--- src/rtl/dense_network_scheduler_pkg.sv ---
`default_nettype none
// ============================================================================
// Module   : dense_network_scheduler_pkg
// Purpose  : Shared fixed-point, activation and scheduler state types.
// Revision : 1.0
// ============================================================================
package dense_network_scheduler_pkg;

   localparam int INTEGER_WIDTH  = 8;
   localparam int FRACTION_WIDTH = 8;
   localparam int FIXED_WIDTH    = INTEGER_WIDTH + FRACTION_WIDTH;

   typedef struct packed {
      logic [INTEGER_WIDTH-1:0]  integral;
      logic [FRACTION_WIDTH-1:0] fraction;
   } fixed_point_t;

   typedef enum logic [1:0] {
      ACT_NONE    = 2'd0,
      ACT_RELU    = 2'd1,
      ACT_SIGMOID = 2'd2
   } activation_type;

   typedef enum logic [1:0] {
      ST_IDLE  = 2'd0,
      ST_RUN   = 2'd1,
      ST_DRAIN = 2'd2,
      ST_DONE  = 2'd3
   } scheduler_state_t;

endpackage
`default_nettype wire

--- src/rtl/dense_network_scheduler_feature_buffer.sv ---
`default_nettype none
// ============================================================================
// Module   : feature_buffer
// Purpose  : WIDTH-entry feature register bank, load-enabled, async clear.
// Revision : 1.0
// ============================================================================
module feature_buffer
   import dense_network_scheduler_pkg::*;
#(
   parameter int WIDTH = 16
) (
   input  logic                     clock,
   input  logic                     reset,
   input  logic                     load,
   input  fixed_point_t [WIDTH-1:0] load_data,
   output fixed_point_t [WIDTH-1:0] data
);

   for (genvar i = 0; i < WIDTH; i++) begin : g_entry
      always_ff @(posedge clock or posedge reset) begin
         if (reset) begin
            data[i] <= '0;
         end else if (load) begin
            data[i] <= load_data[i];
         end
      end
   end

endmodule
`default_nettype wire

--- src/rtl/dense_network_scheduler.sv ---
`default_nettype none
// ============================================================================
// Module   : dense_network_scheduler
// Purpose  : Sequences one shared dense_layer across NUM_LAYERS layers.
// Revision : 1.0
// ============================================================================
module dense_network_scheduler
   import dense_network_scheduler_pkg::*;
#(
   parameter int  NUM_LAYERS     = 3,
   parameter int  WIDTH          = 16,
   parameter int  TIMEOUT_CYCLES = 4096,
   localparam int SEL_W          = (NUM_LAYERS > 1) ? $clog2(NUM_LAYERS) : 1
) (
   input  logic                     clock,
   input  logic                     reset,
   input  logic                     start,
   input  fixed_point_t [WIDTH-1:0] network_inputs,
   output fixed_point_t [WIDTH-1:0] network_outputs,
   output logic                     busy,
   output logic                     done,
   output logic                     timeout,
   output logic [SEL_W-1:0]         layer_select,
   output fixed_point_t [WIDTH-1:0] layer_inputs,
   output logic                     layer_inputs_ready,
   input  fixed_point_t [WIDTH-1:0] layer_outputs,
   input  logic                     layer_outputs_ready
);

   localparam int               WD_W       = $clog2(TIMEOUT_CYCLES) + 1;
   localparam logic [WD_W-1:0]  WD_LAST    = WD_W'(TIMEOUT_CYCLES - 1);
   localparam logic [SEL_W-1:0] LAST_LAYER = SEL_W'(NUM_LAYERS - 1);

   scheduler_state_t         state;
   logic [WD_W-1:0]          watchdog;
   logic                     buffer_load;
   fixed_point_t [WIDTH-1:0] buffer_load_data;

   // The buffer is written only on an accepted start or on the first
   // completion sample in RUN, so it is stable for the whole of RUN/DRAIN.
   always_comb begin
      buffer_load      = 1'b0;
      buffer_load_data = layer_outputs;
      if (state == ST_IDLE && start) begin
         buffer_load      = 1'b1;
         buffer_load_data = network_inputs;
      end else if (state == ST_RUN && layer_outputs_ready) begin
         buffer_load      = 1'b1;
      end
   end

   feature_buffer #(
      .WIDTH     (WIDTH)
   ) u_feature_buffer (
      .clock     (clock),
      .reset     (reset),
      .load      (buffer_load),
      .load_data (buffer_load_data),
      .data      (layer_inputs)
   );

   always_ff @(posedge clock or posedge reset) begin
      if (reset) begin
         state              <= ST_IDLE;
         busy               <= 1'b0;
         done               <= 1'b0;
         timeout            <= 1'b0;
         layer_inputs_ready <= 1'b0;
         layer_select       <= '0;
         watchdog           <= '0;
         network_outputs    <= '0;
      end else begin
         done <= 1'b0;
         case (state)
            ST_IDLE: begin
               if (start) begin
                  state              <= ST_RUN;
                  busy               <= 1'b1;
                  layer_inputs_ready <= 1'b1;
                  layer_select       <= '0;
                  timeout            <= 1'b0;
                  watchdog           <= '0;
               end
            end
            ST_RUN: begin
               watchdog <= watchdog + WD_W'(1);
               // Completion on the final watchdog cycle takes priority.
               if (layer_outputs_ready) begin
                  layer_inputs_ready <= 1'b0;
                  state              <= ST_DRAIN;
               end else if (watchdog == WD_LAST) begin
                  timeout            <= 1'b1;
                  layer_inputs_ready <= 1'b0;
                  busy               <= 1'b0;
                  state              <= ST_IDLE;
               end
            end
            ST_DRAIN: begin
               if (!layer_outputs_ready) begin
                  if (layer_select == LAST_LAYER) begin
                     network_outputs <= layer_inputs;
                     done            <= 1'b1;
                     state           <= ST_DONE;
                  end else begin
                     layer_select       <= layer_select + SEL_W'(1);
                     watchdog           <= '0;
                     layer_inputs_ready <= 1'b1;
                     state              <= ST_RUN;
                  end
               end
            end
            ST_DONE: begin
               busy  <= 1'b0;
               state <= ST_IDLE;
            end
            default: begin
               state <= ST_IDLE;
            end
         endcase
      end
   end

endmodule
`default_nettype wire

--- config.mk ---
export PLATFORM = sky130hd
export DESIGN_NAME = dense_network_scheduler
export DESIGN_NICKNAME = d
export VERILOG_FILES = /design/src/rtl/dense_network_scheduler_pkg.sv /design/src/rtl/dense_network_scheduler_feature_buffer.sv /design/src/rtl/dense_network_scheduler.sv
export SDC_FILE = /design/constraint.sdc
export NUM_CORES = 1
export LEC_CHECK = 0
export CAP_MARGIN = 20
export CORE_AREA = 2 2 403 405
export DETAILED_ROUTE_END_ITERATION = 8
export DIE_AREA = 0 0 405 407
export HOLD_SLACK_MARGIN = 0.05
export PLACE_DENSITY_LB_ADDON = 0.08
export SYNTH_ARGS = -nofsm -noshare
export SYNTH_HDL_FRONTEND = slang
export SYNTH_SLANG_ARGS = --single-unit
--- constraint.sdc ---
create_clock -name clock -period 43.3 [get_ports clock]
set_input_delay 12.99 -clock clock [delete_from_list [all_inputs] [get_ports clock]]
set_output_delay 12.99 -clock clock [all_outputs]
set_load 0.01 [all_outputs]
==> After elaboration in Yosys (flattened, before gate mapping) <==
Cells that the tools add are included.
{ "classes": {"muxes": 32, "add_sub_neg": 2, "n_reduce_logical": 14, "bitwise": 1, "n_eq_ne": 11} }
{ "ops": {"columns": ["cell", "n"], "rows": [
  ["$mux 256", 1],
  ["$mux 13", 3],
  ["$pmux 13 s3", 1],
  ["$mux 2", 8],
  ["$reduce_and 4->1", 4],
  ["$mux 1", 14],
  ["$add 13x1->13 const B", 1],
  ["$eq 13x12->1 const B", 1],
  ["$ne 2x2->1 const B", 4],
  ["$pmux 2 s4", 1],
  ["$eq 2x2->1 const B", 3],
  ["$pmux 1 s3", 2],
  ["$reduce_and 3->1", 2],
  ["$reduce_bool 3->1", 2],
  ["$reduce_and 5->1", 1],
  ["$pmux 2 s2", 1],
  ["$reduce_bool 2->1", 2],
  ["$ne 3x2->1 const B", 1],
  ["$add 2x1->2 const B", 1],
  ["$eq 2x1->1 const B", 1],
  ["$logic_and 1x1->1", 2],
  ["$logic_not 2->1", 1],
  ["$ne 2x1->1 const B", 1],
  ["$pmux 1 s2", 1],
  ["$not 1->1", 1]
]} }
{ "word_totals": {"regBits": 533, "out_inout_bits": 518, "word_cells": 131} }

==> Logic depth before layout (Yosys ltp) <==
{ "logic_depth": {"word_depth": 4, "ltp_mapped": 10} }

==> Modules after synthesis <==
A second synthesis with hierarchy kept.
{ "unflattened": {"cells_unflattened": 1488, "hier_area_um2": 24472.2} }
{ "by_module_without_submodules": {"columns": ["mod", "n_inst", "seq_area_each_um2", "area_each_um2", "cells_each"], "rows": [
  ["dense_network_scheduler", 1, 6931.6, 14874.3, 947],
  ["feature_buffer", 1, 6406.1, 9598.0, 541]
]} }

==> Worst setup path before layout <==
No wires, ideal clock.
{ "synth_path": {"path_type": "input -> register", "startpoint": "input port layer_outputs_ready", "endpoint": "register watchdog[10]", "stages": 5, "required_time_ns": 43.177, "slack_ns": 28.749, "t_arrival_ns": 14.428, "setup_ns": 0.123, "cell_sequence": "or4b_4 > buf_6 > a21o_1 > or4_4 > mux2i_1"} }
{ "synth_via": {"elab_chain_cells": 2} }
{ "synth_rtl": {"columns": ["item", "line", "rtl"], "rows": [
  ["start: declaration", "dense_network_scheduler.sv:27", "input logic layer_outputs_ready"],
  ["$ne 2x2->1 (no source line)", null, null],
  ["$reduce_and 4->1 (no source line)", null, null],
  ["end signal: assignment", "dense_network_scheduler.sv:86", "watchdog <= watchdog + WD_W'(1);"],
  ["end: declaration", "dense_network_scheduler.sv:35", "logic [WD_W-1:0] watchdog;"]
]} }
Every way passes these cells.
A chain may end at the register's enable or synchronous reset.

==> Worst setup path in the final report <==
{ "layout_path": {"startpoint": "input port start", "endpoint": "register u_feature_buffer.data[135] (netlist bit)"} }
{ "layout_via": {"elab_chain_cells": 2, "word_cells_on_any_way": 3} }
{ "layout_rtl": {"columns": ["item", "line", "rtl"], "rows": [
  ["start: declaration", "dense_network_scheduler.sv:17", "input logic start,"],
  ["$logic_and 1x1->1 *", "dense_network_scheduler.sv:44", "if (state == ST_IDLE && start) begin"],
  ["$mux 256 or $mux 1 (tied branches)", "dense_network_scheduler.sv:44", null],
  ["end signal: indexed assignment", "dense_network_scheduler_feature_buffer.sv:24", "data[i] <= load_data[i];"],
  ["end: declaration", "dense_network_scheduler_feature_buffer.sv:16", "output fixed_point_t [WIDTH-1:0] data"]
]} }
Mark *: on every way between the ends. The rest lies on a longest branch, timed or not.

==> summary.txt <==
Clock network
  • CTS tree: built
  • Clock Sinks: 533
  • Clk root buf: clkbuf_16
  • Setup Buffers After CTS: 0
  • H-tree levels: 3
  • Worst-Skew Late Latency: 0.66 ns
  • Reg clk slew, reported paths: 0.05 ns
  • Post-CTS Resized: 0
  • CTS Buf Count: 75
  • Hold_buf cts: 0
  • Clock Tree Buf Depth: 3

Floorplan
  • Starting density of the core: 13.77%
  • Die X: 405 um
  • Die H: 407 um
  • Core ar.: 160,200 sq um
  • Die area: 164,800 sq um
  • # IOs: 1,034
  • # rows: 147

Synth
  • Ys Warns: 0
  • Syn Area/Cell: 12.50 sq um
  • Synth cell types: 39
  • Top cell type's share of synthesized area: 60.46%
  • Top post-synthesis cells by count: 533 x dfrtp_1, 266 x nand2_1, 262 x o21ai_0
  • Syn Std Cell Area: 22,060 sq um
  • Seq cells post-synth: 533
  • Syn nets: 2,283
  • Area leader, netlist: dfrtp_1
  • Post-synth EDFFs: 0
  • Main flop type after synthesis: dfrtp_1
  • Sequential-to-total area share from yosys stat: 60.46%
  • Async SR Flop Fraction: 100.0%
  • Most common cell in the synthesized netlist: dfrtp_1
  • Cells after Synth: 1,765
  • Synth top area cells: dfrtp_1 60%, mux2_2 13%, mux2i_1 12%, o21ai_0 5.9%, nand2_1 4.5%

Setup path
  • Flop2flop setup slack: 38.57 ns
  • Crit-path most repeated cell: buf_4
  • FF-to-FF End: u_feature_buffer.data[135]
  • RR Startpoint: state[1]
  • Type of the worst setup path: input port to register
  • Cell Chain, Critical Path: clkdlybuf4s50_1 > nand2b_1 > nor2_4 > buf_4 > buf_4 > buf_4 > buf_4 > mux2i_1 > o21ai_0
  • Worst Path Max Fanout: 43
  • Crit path launch type: input port
  • WP data arrival: 17.49 ns
  • Critical Path Sink Type: register
  • Number of cells on the critical path: 9
  • CP Capture Point: u_feature_buffer.data[135]
  • Crit path largest cell delay: 0.70 ns
  • CP Launch Point: start
  • R2R depth: 8
  • CP max-delay cell: buf_4
  • CP Data Required Time: 43.81 ns
  • Buffer and inverter count on the worst path: 5
  • Crit-path leading delay family: buffers and inverters

Timing
  • Setup-failing EPs final: 0
  • Setup WS post-layout: 26.32 ns
  • Max-slew headroom: 32.29%
  • Fin Setup TNS: 0 ns
  • Least-Margin Pin Slew: 1.016 ns
  • RSZ-0062 raised after global routing: false
  • Worst Skew: 0.03677 ns
  • Hold WS: 0.4969 ns
  • Fin crit period: 16.98 ns
  • Final Max Tran Viols: 0
  • Fmax: 0.05890 GHz
  • Final hold vios: 0
  • Tcrit/Tclk final: 39.21%

Placed design
  • Placer Congestion: 0.7949
  • Pre-CTS setup slack: 25.58 ns
  • Post-DP HPWL: 85,590 um
  • Buffers on Ports: 1,033

Outcome
  • Status: completed

Final layout
  • Area delta synth->final: 69.21%
  • Share of cells above drive strength 1: 14.03%
  • Final nets: 3,295

Pwr
  • Max VDD drop: 0.02772 mV
  • Comb power frac: 42.7%
  • Tot Pwr: 2.648 mW
  • Switching Fraction: 36.95%
  • Internal power: 1.670 mW
  • Switch Pwr: 0.9784 mW
  • Sequential share of power: 33.5%
  • Clock power frac: 23.9%
  • PD cells: 70.94 nW/um^2
  • Leak pwr: 15.57 nW

Drt
  • WL final: 109,900 um
  • DR DRC count: 0
  • Vias: 17,590
  • DR WL/cell: 21.99 um
  • DR pass1 iterations: 4
  • Drt initial violations: 731
  • Routed Antenna Nets: 0
  • Via density: 3.520

Flow run
  • Max-cap viol count: 0

Hold path
  • Hold Crit Class: register to register

Global routing
  • Largest net degree at the start of global routing: 140
  • Vias in the first global route: 18,970
  • GRT overflow: 0
  • First-pass GRT wire length: 149,900 um
  • Initial antenna violation count: 19
  • Tot GR Track Use: 12.88%
[metal layers]
layer / up-vias / track usage [%] / wire length, um
met1: 8575 / 13.48 / 39950
met2: 600 / 23.43 / 57370
met4: 30 / 4.150 / 3379
met3: 158 / 5.062 / 9007
li1: 8223 / - / -
met5: - / 0 / 169
[placed cells by master (no fill, tap or decap), drive strengths merged, types with 2 or more instances in the layout]
cell,Yosys,routed
o21ai,262,262
clkbuf,81,112
a211oi,4,4
mux2,256,256
clkinvlp,0,2
nand3,4,4
diode,0,7
buf,37,20
inv,8,12
ha,2,2
nand2,266,266
a21o,2,2
o22ai,2,2
nand2b,4,4
or4,3,3
dfrtp,533,533
or3,2,2
nor2b,2,2
mux2i,257,257
nand4,3,3
clkdlybuf4s50,0,1033
xnor2,6,6
clkinv,0,6
bufinv,0,5
nor2,12,12
a21oi,4,4
[registers in the layout (all words and copies together), names as in the netlist]
name	cells
network_outputs	256
u_feature_buffer.data	256
watchdog	13
layer_select	2
state	2
busy	1
done	1
layer_inputs_ready	1
timeout	1
[per-stage QoR]
| stage | cells | utilization (%) | area, sq um |
|---|---|---|---|
| floorplan | 1765 | - | 22060 |
| global route | 4990 | 23.29 | 37310 |
| finish | 4996 | 23.30 | 37330 |
| detailed placement | 4860 | 21.73 | 34810 |
| CTS | 4989 | 23.29 | 37310 |
| global placement | 4860 | 21.73 | 34810 |
[tightest hold or removal path: cells and delay by family, from the launching register on]
family           cells  cell delay [ns]
flip-flops           1             0.35
AO/OA/AOI/OAI        1             0.06
AND/OR/NAND/NOR      1             0.05
[cell type report]
class,instances,area [sq um]
Fill cell,17060,122900
Sequential cell,533,13340
Timing Repair Buffer,1053,10520
Multi-Input combinational cell,1106,8222
Tap cell,2160,2703
Clock buffer,112,2237
Clock inverter,17,260.3
Inverter,8,37.54
Antenna cell,7,17.52
[worst min-delay path by stage]
stage                               start                         end  slack [ns]  cells after the start
2_1_floorplan                 watchdog[0]                 watchdog[0]        0.49                      1
3_3_place_gp   u_feature_buffer.data[214]  u_feature_buffer.data[214]        0.49                      2
3_5_place_dp   u_feature_buffer.data[215]  u_feature_buffer.data[215]        0.49                      2
4_1_cts        u_feature_buffer.data[215]  u_feature_buffer.data[215]        0.50                      2
5_1_grt              network_outputs[191]        network_outputs[191]        0.52                      1
6_report       u_feature_buffer.data[215]  u_feature_buffer.data[215]        0.50                      2
[logic make-up (layout without fill, tap and decap cells)]
family | count (synthesis) | in the layout | synth area share [%]
compound gates | 284 | 284 | 6.664
fa+ha+maj | 2 | 2 | 0.1134
flops | 533 | 533 | 60.46
xor+xnor | 6 | 6 | 0.2382
other cells | 0 | 7 | 0
mux | 513 | 513 | 24.73
buf+inv | 126 | 1190 | 2.354
simple gates | 301 | 301 | 5.445
[power by group through the flow]
stage	Sequential [mW]	Combinational, mW	Clock, mW
floorplan	0.942	0.355	0
global placement	0.891	1.17	0
detailed placement	0.898	1.17	0
CTS	0.893	1.17	0.666
global route	0.922	1.22	0.686
finish	0.886	1.13	0.632
Note: power is estimated with default switching activity, not from simulation.
